File: src/rtl/alsu_drv_pkg.sv
// Shared types for the ALSU command driver: opcodes, the ALSU pin bundle,
// FSM states and the park vector used to hold the ALSU result between commands.
package alsu_drv_pkg;

   localparam int ALSU_W = 6;

   localparam logic [2:0] OP_OR    = 3'd0;
   localparam logic [2:0] OP_XOR   = 3'd1;
   localparam logic [2:0] OP_ADD   = 3'd2;
   localparam logic [2:0] OP_MUL   = 3'd3;
   localparam logic [2:0] OP_SHIFT = 3'd4;
   localparam logic [2:0] OP_ROT   = 3'd5;

   typedef struct packed {
      logic [ALSU_W-1:0] a;
      logic [ALSU_W-1:0] b;
      logic [2:0]        opcode;
      logic              cin;
      logic              serial_in;
      logic              direction;
      logic              red_op_a;
      logic              red_op_b;
      logic              bypass_a;
      logic              bypass_b;
   } alsu_pins_t;

   typedef enum logic [2:0] {
      S_IDLE,
      S_ISSUE,
      S_EXEC,
      S_SAMPLE,
      S_RESTORE
   } drv_state_e;

   // out <= A with A = last result keeps out unchanged and clears leds.
   function automatic alsu_pins_t park_vec(input logic [ALSU_W-1:0] res);
      alsu_pins_t p;
      p          = '0;
      p.bypass_a = 1'b1;
      p.a        = res;
      return p;
   endfunction

endpackage

File: src/rtl/alsu_cmd_driver.sv
// Valid/ready front end for the ALSU: issues one command, waits out the ALSU's
// two-register latency, captures out/leds and returns them with the command tag.
module alsu_cmd_driver
   import alsu_drv_pkg::*;
#(
   parameter int DATA_W = ALSU_W,
   parameter int TAG_W  = 4
) (
   input  logic              clk,
   input  logic              rst,
   input  logic              cmd_valid,
   output logic              cmd_ready,
   input  logic [TAG_W-1:0]  cmd_tag,
   input  logic [DATA_W-1:0] cmd_a,
   input  logic [DATA_W-1:0] cmd_b,
   input  logic [2:0]        cmd_opcode,
   input  logic              cmd_cin,
   input  logic              cmd_serial_in,
   input  logic              cmd_direction,
   input  logic              cmd_red_op_a,
   input  logic              cmd_red_op_b,
   input  logic              cmd_bypass_a,
   input  logic              cmd_bypass_b,
   output logic [DATA_W-1:0] alsu_a,
   output logic [DATA_W-1:0] alsu_b,
   output logic [2:0]        alsu_opcode,
   output logic              alsu_cin,
   output logic              alsu_serial_in,
   output logic              alsu_direction,
   output logic              alsu_red_op_a,
   output logic              alsu_red_op_b,
   output logic              alsu_bypass_a,
   output logic              alsu_bypass_b,
   input  logic [DATA_W-1:0] alsu_out,
   input  logic [15:0]       alsu_leds,
   output logic              rsp_valid,
   input  logic              rsp_ready,
   output logic [TAG_W-1:0]  rsp_tag,
   output logic [DATA_W-1:0] rsp_out,
   output logic [15:0]       rsp_leds,
   output logic              rsp_invalid
);

   drv_state_e        state_q, state_d;
   alsu_pins_t        pins_q, pins_d;
   logic [DATA_W-1:0] res_q, res_d;
   logic [TAG_W-1:0]  tag_q, tag_d;
   logic              rsp_valid_q, rsp_valid_d;
   logic [TAG_W-1:0]  rsp_tag_q, rsp_tag_d;
   logic [DATA_W-1:0] rsp_out_q, rsp_out_d;
   logic [15:0]       rsp_leds_q, rsp_leds_d;
   logic              rsp_inv_q, rsp_inv_d;

   // Built only from registers (plus reset), so there is no path from cmd_valid.
   assign cmd_ready = !rst && (state_q == S_IDLE) && !rsp_valid_q;

   always_comb begin
      state_d     = state_q;
      pins_d      = pins_q;
      res_d       = res_q;
      tag_d       = tag_q;
      rsp_valid_d = rsp_valid_q;
      rsp_tag_d   = rsp_tag_q;
      rsp_out_d   = rsp_out_q;
      rsp_leds_d  = rsp_leds_q;
      rsp_inv_d   = rsp_inv_q;

      if (rsp_valid_q && rsp_ready)
         rsp_valid_d = 1'b0;

      case (state_q)
         S_IDLE: begin
            if (cmd_valid && cmd_ready) begin
               pins_d.a         = cmd_a;
               pins_d.b         = cmd_b;
               pins_d.opcode    = cmd_opcode;
               pins_d.cin       = cmd_cin;
               pins_d.serial_in = cmd_serial_in;
               pins_d.direction = cmd_direction;
               pins_d.red_op_a  = cmd_red_op_a;
               pins_d.red_op_b  = cmd_red_op_b;
               pins_d.bypass_a  = cmd_bypass_a;
               pins_d.bypass_b  = cmd_bypass_b;
               tag_d            = cmd_tag;
               state_d          = S_ISSUE;
            end
         end
         S_ISSUE: begin
            // ALSU has taken the command; park again so out is not disturbed.
            pins_d  = park_vec(res_q);
            state_d = S_EXEC;
         end
         S_EXEC: state_d = S_SAMPLE;
         S_SAMPLE: begin
            res_d       = alsu_out;
            rsp_out_d   = alsu_out;
            rsp_leds_d  = alsu_leds;
            rsp_inv_d   = (alsu_leds == 16'hFFFF);
            rsp_tag_d   = tag_q;
            rsp_valid_d = 1'b1;
            pins_d      = park_vec(alsu_out);
            state_d     = S_RESTORE;
         end
         S_RESTORE: state_d = S_IDLE;
         default:   state_d = S_IDLE;
      endcase
   end

   always_ff @(posedge clk or posedge rst) begin
      if (rst) begin
         state_q     <= S_IDLE;
         pins_q      <= park_vec('0);
         res_q       <= '0;
         tag_q       <= '0;
         rsp_valid_q <= 1'b0;
         rsp_tag_q   <= '0;
         rsp_out_q   <= '0;
         rsp_leds_q  <= '0;
         rsp_inv_q   <= 1'b0;
      end else begin
         state_q     <= state_d;
         pins_q      <= pins_d;
         res_q       <= res_d;
         tag_q       <= tag_d;
         rsp_valid_q <= rsp_valid_d;
         rsp_tag_q   <= rsp_tag_d;
         rsp_out_q   <= rsp_out_d;
         rsp_leds_q  <= rsp_leds_d;
         rsp_inv_q   <= rsp_inv_d;
      end
   end

   assign alsu_a         = pins_q.a;
   assign alsu_b         = pins_q.b;
   assign alsu_opcode    = pins_q.opcode;
   assign alsu_cin       = pins_q.cin;
   assign alsu_serial_in = pins_q.serial_in;
   assign alsu_direction = pins_q.direction;
   assign alsu_red_op_a  = pins_q.red_op_a;
   assign alsu_red_op_b  = pins_q.red_op_b;
   assign alsu_bypass_a  = pins_q.bypass_a;
   assign alsu_bypass_b  = pins_q.bypass_b;

   assign rsp_valid   = rsp_valid_q;
   assign rsp_tag     = rsp_tag_q;
   assign rsp_out     = rsp_out_q;
   assign rsp_leds    = rsp_leds_q;
   assign rsp_invalid = rsp_inv_q;

endmodule

File: config.mk
export PLATFORM = sky130hd
export DESIGN_NAME = alsu_cmd_driver
export DESIGN_NICKNAME = d
export VERILOG_FILES = /design/src/rtl/alsu_drv_pkg.sv /design/src/rtl/alsu_cmd_driver.sv
export SDC_FILE = /design/constraint.sdc
export NUM_CORES = 1
export LEC_CHECK = 0
export ABC_AREA = 1
export BUFFER_PORTS_ARGS = -buffer_cell sky130_fd_sc_hd__buf_2
export CORE_ASPECT_RATIO = 0.75
export CORE_UTILIZATION = 43
export DETAILED_ROUTE_END_ITERATION = 8
export GPL_TIMING_DRIVEN = 1
export PLACE_DENSITY = 0.83
export SYNTH_ARGS = -nofsm -noshare
export SYNTH_HDL_FRONTEND = slang
export SYNTH_SLANG_ARGS = --single-unit
export TNS_END_PERCENT = 1
File: constraint.sdc
create_clock -name clk -period 1.85 [get_ports clk]
set_input_delay 0.37 -clock clk [delete_from_list [all_inputs] [get_ports clk]]
set_output_delay 0.37 -clock clk [all_outputs]
set_load 0.02 [all_outputs]
==> results.cfg <==
[final_layout]
syn_to_final_growth_pct = 31.66
n_fill_cell = 506
stdcell_count = 491
stdcell_area_um2 = 3278
layout_commonest_cell = nand2_1
num-nets-final = 463
mostFrequentLayoutCells = 173 x nand2_1, 102 x buf_2, 56 x dfrtp_1, 15 x nand3b_1, 12 x nand3_1
antenna_cells = 0
drive_gt1_share_pct = 32.21

[floorplanning]
io_pins = 103
die-area_um2 = 6102
die_y_um = 67.90
initial_utilization_pct = 45.54
coreArea_um2 = 5468
fp.dieW_um = 89.87
rows = 23

[logic_synthesis]
synth_top_area_cell = dfrtp_1
ys_ff_latch = 57
syn_area_um2 = 2490
synth_fp_nets = 354
seq_area_frac_synth_pct = 57.34
syn_area_per_cell_um2 = 8.245
synth_warnings = 0
synth_cell_types = 20
synth_cells = 302
synth.area.top_cells = dfrtp_1 56%, nand2_1 26%, nand3b_1 4.5%, nand3_1 2.4%, inv_1 1.7%
synth_top_area_share_pct = 56.28

[timing]
fin_crit_ns = 1.747
fin_crit_sh_pct = 94.46
worst_clock_skew_ns = 0.007498
rsz0062_at_grt = false
setup_tns_ns = 0
hold_viol = 0
relSlewSlack_pct = 66.06
tightest_slew_ns = 0.5072
setup_viol = 0
worst_slack_ns = 0.1026
max_freq_ghz = 0.5723
slew_violations = 0

[global_route]
grt_pass1_vias = 2123
grt_max_degree = 34
grt_pass1_wl_um = 9791
grt_usage_pct = 20.88
antenna_found_initial = 0
grt.overflow.total = 0

[clock_tree]
cts.sinks = 57
cts_buffers = 9
clk-insertion-delay-late_ns = 0.33
clock-root-buffer = clkbuf_8
cts_tree = built
clkSlewWorstSetupHoldPaths_ns = 0.07
htreeDepth = 3
cts_max_path_buffers = 2

[pwr]
pwr-share-seq_pct = 34.0
p_int_mw = 3.498
power.share.clock_pct = 17.7
power_frac_comb_pct = 48.2
leakagePower_nw = 1.921
sw_frac_of_total_pct = 45.55
power_switching_mw = 2.927
p_per_area_nw_per_um2 = 1960
vdd_drop_max_mv = 0.8793

[setup_path]
path_cells = inv_1 > nand2_1 > nor2_4 > buf_2
crit_slowest_cell = dfrtp_1
cpPeakStageDelay_ns = 0.44
start_kind = register
worstPathRequired_ns = 1.48
crit_buf_inv = 2
critPathKind = register to output port
r2r_cells = 7
cp.arrival_ns = 1.38
end_kind = output port
critPathTopFamily = flip-flops
crit_fanout = 6
path_depth = 4

[placement]
dpl-instance-area_um2 = 3074
gp_congestion = 0.8271
dp.cells = 475
pre_cts_ws_ns = 0.2126
io_buffer_count = 102
dp_hpwl_um = 4273

[detailed_routing]
vias = 2330
firstDrtPassIters = 4
viasPerCell = 4.745
wl_per_cell_um = 12.14
drc = 0
antenna_left = 0
wl_um = 5960
drt_iter0_markers = 143

[worst_hold_path]
hold_class = input port to async pin

[job]
drv_cap = 0

[run_status]
status = completed
flip-flops by register name, indices dropped and copies added (netlist names), 3 cells and up:
signal       cells
alsu_a           6
alsu_opcode      3
rsp_leds        16
rsp_tag          4
rsp_out          6
state_q          3
tag_q            4
alsu_b           6
path summary, 6_finish.rpt:
path | startpoint | end | slack (ns)
setup reg to reg | state_q[2] | alsu_a[0] | 0.31
max in group asynchronous | rst | rsp_leds[11] | 1.41
hold / removal | rst | rsp_leds[3] | 0.09
hold reg to reg | rsp_leds[11] | rsp_leds[11] | 0.47
min in group clk | rsp_ready | rsp_valid | 0.23
setup / recovery | state_q[2] | cmd_ready | 0.10
cell usage after synthesis:
master and instances:
nand2_2 3, inv_1 11, buf_6 3, nand3b_1 15
nand3_1 12, dfstp_2 1, dfrtp_1 56, buf_2 7
nor3_1 2, a21oi_1 1, nor2_1 9, nand2_1 173
inv_2 1, o21ai_0 1, clkbuf_1 1, o21ai_1 2
nor2_4 1, nand4_1 1, nor2_2 1, o21ai_4 1
power groups by stage:
| stage | Clock [mW] | Combinational (mW) | Sequential, mW |
|---|---|---|---|
| after floorplan | 0 | 1.61 | 2.77 |
| after global placement | 0 | 3.04 | 2.17 |
| after detailed placement | 0 | 3.12 | 2.20 |
| after CTS | 1.18 | 3.13 | 2.18 |
| after global routing | 1.23 | 3.48 | 2.25 |
| final | 1.14 | 3.10 | 2.19 |
per-layer routing:
layer | up-vias | GRT usage [%] | wire [um]
li1 | 1148 | - | -
met3 | 7 | 6.111 | 401
met2 | 91 | 33.85 | 2792
met5 | - | 0 | 0
met1 | 1084 | 26.38 | 2714
met4 | 0 | 10.08 | 53
worst min-delay path, stage by stage:
cell and delay (ns):
buf_2 0.11, inv_2 0.05, buf_4 0.29
what timing repair did:
item	in CTS	in global routing
hold buffers	0	0
setup endpoints to repair	1	1
buffers inserted	0	0
pin swaps	0	0
gates resized for setup	1	1
logic make-up (layout without fill, tap and decap cells):
family | count (synthesis) | in the layout | synth area share (%)
and+or+nand+nor | 217 | 217 | 36.48
DFF | 57 | 57 | 57.34
buffers and inverters | 23 | 137 | 4.723
AOI/OAI and AO/OA | 5 | 5 | 1.457
stage by stage:
step / hold WS (ns) / util, % / total power [mW]
CTS: 0.08487 / 59.86 / 6.489
floorplan: 0.4422 / - / 4.379
global placement: 0.4497 / 56.22 / 5.210
global route: 0.1075 / 59.95 / 6.970
detailed placement: 0.4540 / 56.22 / 5.317
finish: 0.09455 / 59.95 / 6.425
layout make-up:
| class | instances | area (um^2) | share of cell area [%] |
|---|---|---|---|
| flip-flops and latches | 57 | 1428 | 43.55 |
| well taps | 75 | 93.84 | 2.863 |
| clock buffers | 11 | 141.4 | 4.313 |
| clock inverters | 5 | 55.05 | 1.679 |
| multi-input cells | 222 | 952.2 | 29.05 |
| inverters | 12 | 45.04 | 1.374 |
| repair buffers | 109 | 563.0 | 17.18 |
Power figures use the tool's default switching activity.
